`src/rtl/inverter_pkg.sv`:
```
// Shared mode encoding for the pipelined conditional inverter/negator.
package inverter_pkg;

  typedef enum logic [1:0] {
    MODE_PASS   = 2'b00,
    MODE_INVERT = 2'b01,
    MODE_NEGATE = 2'b10,
    MODE_ABS    = 2'b11
  } mode_t;

  function automatic logic is_neg_mode(input mode_t m);
    return (m == MODE_NEGATE) || (m == MODE_ABS);
  endfunction

endpackage

```
`src/rtl/inv_pipe_reg.sv`:
```
// One pipeline slot: a valid bit plus a W-bit payload, advanced by a load enable.
module inv_pipe_reg #(
  parameter int W = 8
) (
  input  logic         i_clk,
  input  logic         i_rst_n,
  input  logic         i_load,
  input  logic         i_valid,
  input  logic [W-1:0] i_data,
  output logic         o_valid,
  output logic [W-1:0] o_data
);

  logic         r_valid;
  logic [W-1:0] r_data;

  // Occupancy follows the upstream valid whenever the slot is allowed to advance.
  always_ff @(posedge i_clk or negedge i_rst_n) begin
    if (!i_rst_n) begin
      r_valid <= 1'b0;
    end else if (i_load) begin
      r_valid <= i_valid;
    end else begin
      r_valid <= r_valid;
    end
  end

  // Payload only changes on a real item, so an empty slot keeps its last value.
  always_ff @(posedge i_clk or negedge i_rst_n) begin
    if (!i_rst_n) begin
      r_data <= {W{1'b0}};
    end else if (i_load && i_valid) begin
      r_data <= i_data;
    end else begin
      r_data <= r_data;
    end
  end

  assign o_valid = r_valid;
  assign o_data  = r_data;

endmodule

```
`src/rtl/inverter_pipe_nb.sv`:
```
// Two-stage pass/invert/negate/abs unit with valid/ready flow control.
module inverter_pipe_nb
  import inverter_pkg::*;
#(
  parameter int WIDTH  = 8,
  parameter int NEG_EN = 1
) (
  input  logic             input_clk,
  input  logic             input_reset_n,
  input  logic [WIDTH-1:0] input_a,
  input  logic [1:0]       input_mode,
  input  logic             input_valid,
  output logic             output_ready,
  output logic [WIDTH-1:0] output_z,
  output logic             output_valid,
  input  logic             input_ready,
  output logic             output_overflow,
  output logic             output_zero
);

  localparam logic             NEG_ON   = (NEG_EN != 32'sd0);
  localparam logic [WIDTH-1:0] MOST_NEG = {1'b1, {(WIDTH-1){1'b0}}};

  mode_t            w_mode;
  logic             w_invert;
  logic             w_inc;
  logic             w_ovf;
  logic [WIDTH-1:0] w_inv;
  logic [WIDTH+1:0] w_s1_d;
  logic [WIDTH+1:0] w_s1_q;
  logic [WIDTH+1:0] w_s2_d;
  logic [WIDTH+1:0] w_s2_q;
  logic [WIDTH-1:0] w_sum;
  logic             w_s1_valid;
  logic             w_s2_valid;
  logic             w_s1_adv;
  logic             w_s2_adv;

  assign w_mode = mode_t'(input_mode);

  // Negation is split as invert-then-increment; the +1 is deferred to stage 2.
  always_comb begin
    w_inc    = 1'b0;
    w_invert = 1'b0;
    if (NEG_ON) begin
      case (w_mode)
        MODE_PASS: begin
          w_inc    = 1'b0;
          w_invert = 1'b0;
        end
        MODE_INVERT: begin
          w_inc    = 1'b0;
          w_invert = 1'b1;
        end
        MODE_NEGATE: begin
          w_inc    = 1'b1;
          w_invert = 1'b1;
        end
        MODE_ABS: begin
          w_inc    = input_a[WIDTH-1];
          w_invert = input_a[WIDTH-1];
        end
        default: begin
          w_inc    = 1'b0;
          w_invert = 1'b0;
        end
      endcase
    end else begin
      w_inc    = 1'b0;
      w_invert = (w_mode == MODE_INVERT) || is_neg_mode(w_mode);
    end
  end

  assign w_inv  = w_invert ? ~input_a : input_a;
  assign w_ovf  = w_inc && (input_a == MOST_NEG);
  assign w_s1_d = {w_inv, w_inc, w_ovf};

  assign w_s2_adv     = !w_s2_valid || input_ready;
  assign w_s1_adv     = !w_s1_valid || w_s2_adv;
  assign output_ready = w_s1_adv;

  inv_pipe_reg #(.W(WIDTH + 2)) u_s1 (
    .i_clk   (input_clk),
    .i_rst_n (input_reset_n),
    .i_load  (w_s1_adv),
    .i_valid (input_valid),
    .i_data  (w_s1_d),
    .o_valid (w_s1_valid),
    .o_data  (w_s1_q)
  );

  assign w_sum  = w_s1_q[WIDTH+1:2] + {{(WIDTH-1){1'b0}}, w_s1_q[1]};
  assign w_s2_d = {w_sum, w_s1_q[0], (w_sum == {WIDTH{1'b0}})};

  inv_pipe_reg #(.W(WIDTH + 2)) u_s2 (
    .i_clk   (input_clk),
    .i_rst_n (input_reset_n),
    .i_load  (w_s2_adv),
    .i_valid (w_s1_valid),
    .i_data  (w_s2_d),
    .o_valid (w_s2_valid),
    .o_data  (w_s2_q)
  );

  assign output_valid    = w_s2_valid;
  assign output_z        = w_s2_q[WIDTH+1:2];
  assign output_overflow = w_s2_q[1];
  assign output_zero     = w_s2_q[0];

endmodule
```
`config.mk`:
```
export PLATFORM = sky130hd
export DESIGN_NAME = inverter_pipe_nb
export DESIGN_NICKNAME = d
export VERILOG_FILES = /design/src/rtl/inverter_pkg.sv /design/src/rtl/inv_pipe_reg.sv /design/src/rtl/inverter_pipe_nb.sv
export SDC_FILE = /design/constraint.sdc
export NUM_CORES = 1
export LEC_CHECK = 0
export ABC_AREA = 1
export CAP_MARGIN = 20
export CORE_ASPECT_RATIO = 2
export CORE_UTILIZATION = 40
export DETAILED_ROUTE_END_ITERATION = 6
export SLEW_MARGIN = 10
export SYNTH_ARGS = -nofsm -noshare
export SYNTH_HDL_FRONTEND = slang
export SYNTH_HIERARCHICAL = 1
export SYNTH_SLANG_ARGS = --single-unit
```
`constraint.sdc`:
```
create_clock -name input_clk -period 1.9 [get_ports input_clk]
set_input_delay 0.19 -clock input_clk [delete_from_list [all_inputs] [get_ports input_clk]]
set_output_delay 0.19 -clock input_clk [all_outputs]
set_load 0.02 [all_outputs]
```
==> metrics.md <==
| Metric | Value |
|---|---|
| Global route overflow | `0` |
| Share of post-route cells with drive strength above 1 | `0.04592` |
| Fin cells | `226` |
| Clk_skew | `slightly above 4 ps` |
| Worst Max-Slew Pin Slew | `about 400 ps` |
| Post-CTS Setup Repair Bufs | `0` |
| Num Clock Sinks | `22` |
| Placed cells | `222` |
| H-Tree Depth | `1` |
| Number of enable flip-flop cells after synthesis | `0` |
| Syn_nets | `~190` |
| Dpl hpwl | `2042 um` |
| Netlist Area Pre-Place | `approximately 1300 um2` |
| Synth Instances | `169` |
| Slew margin rel. | `0.7380` |
| Post-DRT Antenna Nets | `0` |
| Die W | `approximately 42 um` |
| Crit Path Category | `input port to register` |
| Starting DRT DRC Count | `21` |
| CTS buffer count | `3` |
| Arrival time worst endpoint | `1830 ps` |
| CTS tree | `done` |
| NetSw | `487.0 uW` |
| Critical path's largest stage delay | `slightly below 500 ps` |
| Buf/Inv on CP | `2` |
| Top cells by count, synth | `nand2_1 (60), nand3_1 (26), inv_1 (23)` |
| Starting Density | `0.4248` |
| Via count | `1,090` |
| Total track usage | `0.1768` |
| Top-count cell post-synth | `nand2_1` |
| Floorplan die area | `3444 um2` |
| Core ar. | `~3000 um2` |
| Fin crit period | `around 1600 ps` |
| Final WL | `~2500 um` |
| FFs w/ async S/R, synth | `1.000` |
| # DRC | `0` |
| Clk pwr share | `0.230` |
| Reg power frac | `0.431` |
| Core Util, Final | `0.5316` |
| Outcome | `completed` |
| CP Launch Point | `input_mode[0]` |
| Slowest-stage cell, CP | `clkdlybuf4s50_1` |
| Int Power | `973.8 uW` |
| Clock Pin Slew Worst Setup and Hold Paths | `80 ps` |
| Main flop type after synthesis | `dfrtp_1` |
| Switch share | `0.3334` |
| Biggest area consumer among synthesized cells | `dfrtp_1` |
| Syn_area_per_cell | `roughly 7.6 um2` |
| CP Data Required Time | `roughly 2100 ps` |
| Drt pass-1 iters | `3` |
| Port buffer count | `25` |
| Syn-to-layout area delta | `25.12%` |
| Unrepaired setup endpoints after global routing | `false` |
| CP endpoint kind | `register` |
| Hold Crit Class | `input port to async pin` |
| Slew Viols, Final | `0` |
| Sequential area share after synthesis | `0.4301` |
| Final #Nets | `216` |
| Number of global-route vias before repair | `about 1,100` |
| Worst IR Drop VDD | `0.0004233 V` |
| Pre-CTS setup slack | `-14.79 ps` |
| Final hold vios | `0` |
| Skew-Pair Late Insertion Delay | `between 200 and 300 ps` |
| Critical R2R Launch | `u_s1/o_data[1]` |
| Seq cells post-synth | `22` |
| Synth warnings | `6` |
| Vias per cell | `approximately 4.8` |
| Synth cell types | `17` |
| Global-route wire length before repair | `roughly 4600 um` |
| # rows | `28` |
| Top post-synthesis cells by area | `dfrtp_1 (43%), nand2_1 (18%), nand3_1 (10%)` |
| CP Cell Sequence | `clkdlybuf4s50_1, inv_1, ha_1, a21oi_1, or2_1, xor2_1, nand3_1, nand2_1` |
| CTS Hold Buffers Added | `0` |
| Final Setup Violations | `0` |
| Max Cap Violations | `0` |
| Filler Cell Count | `roughly 320` |
| Multi-input logic area | `approximately 580 um2` |
| Die Y | `approximately 80 um` |
| Logic gate share of total power | `0.340` |
| Final setup margin | `roughly 270 ps` |
| Lkg Pwr | `slightly below 0.0009 uW` |
| GP Congestion | `between 0.7 and 0.8` |
| Post-synth top area share | `0.4301` |
| Post-CTS sizing | `0` |
| Top Ports | `26` |
| Pwr per Cell Area | `912.1 nW/um2` |
| Initial antenna violation count | `0` |
| Period utilisation layout | `0.8575` |
| WL/cell | `roughly 11 um` |
| Register area | `roughly 550 um2` |
| Clock Tree Buf Depth | `2` |
| Max Fanout on Critical Path | `8` |
| F_max | `613.8 MHz` |
| Root buf cell | `clkbuf_8` |
| Critical Path Source Type | `input port` |
| Ant. Diodes | `0` |
| Largest net degree at the start of global routing | `23` |
| Crit path max-delay family | `buffers and inverters` |
worst reg2reg max path, cell delays in order, from the launching register on:
cell and delay [ps]:
dfrtp_1 390, ha_1 240, ha_1 220, nand3_1 150, xor2_1 200, nand3_1 90
nor2_1 90, nand3_1 80, nand2_1 70
area by class of cell:
class,count,share of cell area
inverter,23,0.05391
timing repair buffer,30,0.1797
multi-input combinational,117,0.3648
tap,30,0.02344
sequential,22,0.3437
clock buffer,4,0.03437
sequential cells by signal, summed over array words and instances, names as in the netlist:
name,count
u_s1/o_valid,1
u_s2/o_valid,1
u_s1/o_data,10
u_s2/o_data,10
power groups by stage:
stage	registers, uW	clock network [uW]	logic [uW]
2_1_floorplan	700	0	242
3_3_place_gp	633	0	491
3_5_place_dp	639	0	503
4_1_cts	631	351	504
5_1_grt	644	360	562
6_report	629	336	496
kinds of logic after synthesis:
logic type,Yosys count,share of synthesized area
adder cells (fa/ha/maj),5,0.04888
XOR/XNOR,9,0.06159
AO/OA/AOI/OAI,6,0.02737
AND/OR/NAND/NOR,97,0.3187
buffers and inverters,30,0.1134
flip-flops,22,0.4301
final timing paths:
path / endpoint / slack (ps) / cells after the start
worst max register to register: u_s2/o_data[0] / 300 / 8
worst max-delay path: u_s1/o_data[4] / 270 / 8
worst min register to register: u_s2/o_data[5] / 470 / 2
min in group input_clk: u_s2/o_data[5] / 470 / 2
max in group asynchronous: u_s2/o_data[9] / 1410 / 2
worst min-delay path: u_s2/o_data[7] / 270 / 2
routing by layer:
layer,global-route usage,share of wire,up-vias
li1,-,-,577
met1,0.1450,0.32,486
met2,0.3750,0.63,22
met3,0.01978,0.025,5
met4,0.1065,0.029,0
met5,0,0,-
placed cells by master, fill, tap and decap left out:
cell type,count
nand2_1,60
nand3_1,26
clkdlybuf4s50_1,25
inv_1,23
dfrtp_1,22
xor2_1,8
nor2_1,6
ha_1,5
buf_4,5
clkbuf_8,4
nand4_1,3
a21oi_1,2
o21bai_1,2
o21ai_0,2
or2_1,1
nor3_1,1
xnor2_1,1
metrics by stage:
stage	total power [uW]	setup TNS, ps	instance area, um2	hold slack (ps)
2_1_floorplan	942.5	0	1280	-105.6
3_3_place_gp	1125	0	1546	452.2
3_5_place_dp	1142	-28.09	1546	457.5
4_1_cts	1485	0	1602	275.9
5_1_grt	1566	0	1602	295.1
6_report	1461	0	1602	273.1
Power figures use the tool's default switching activity.
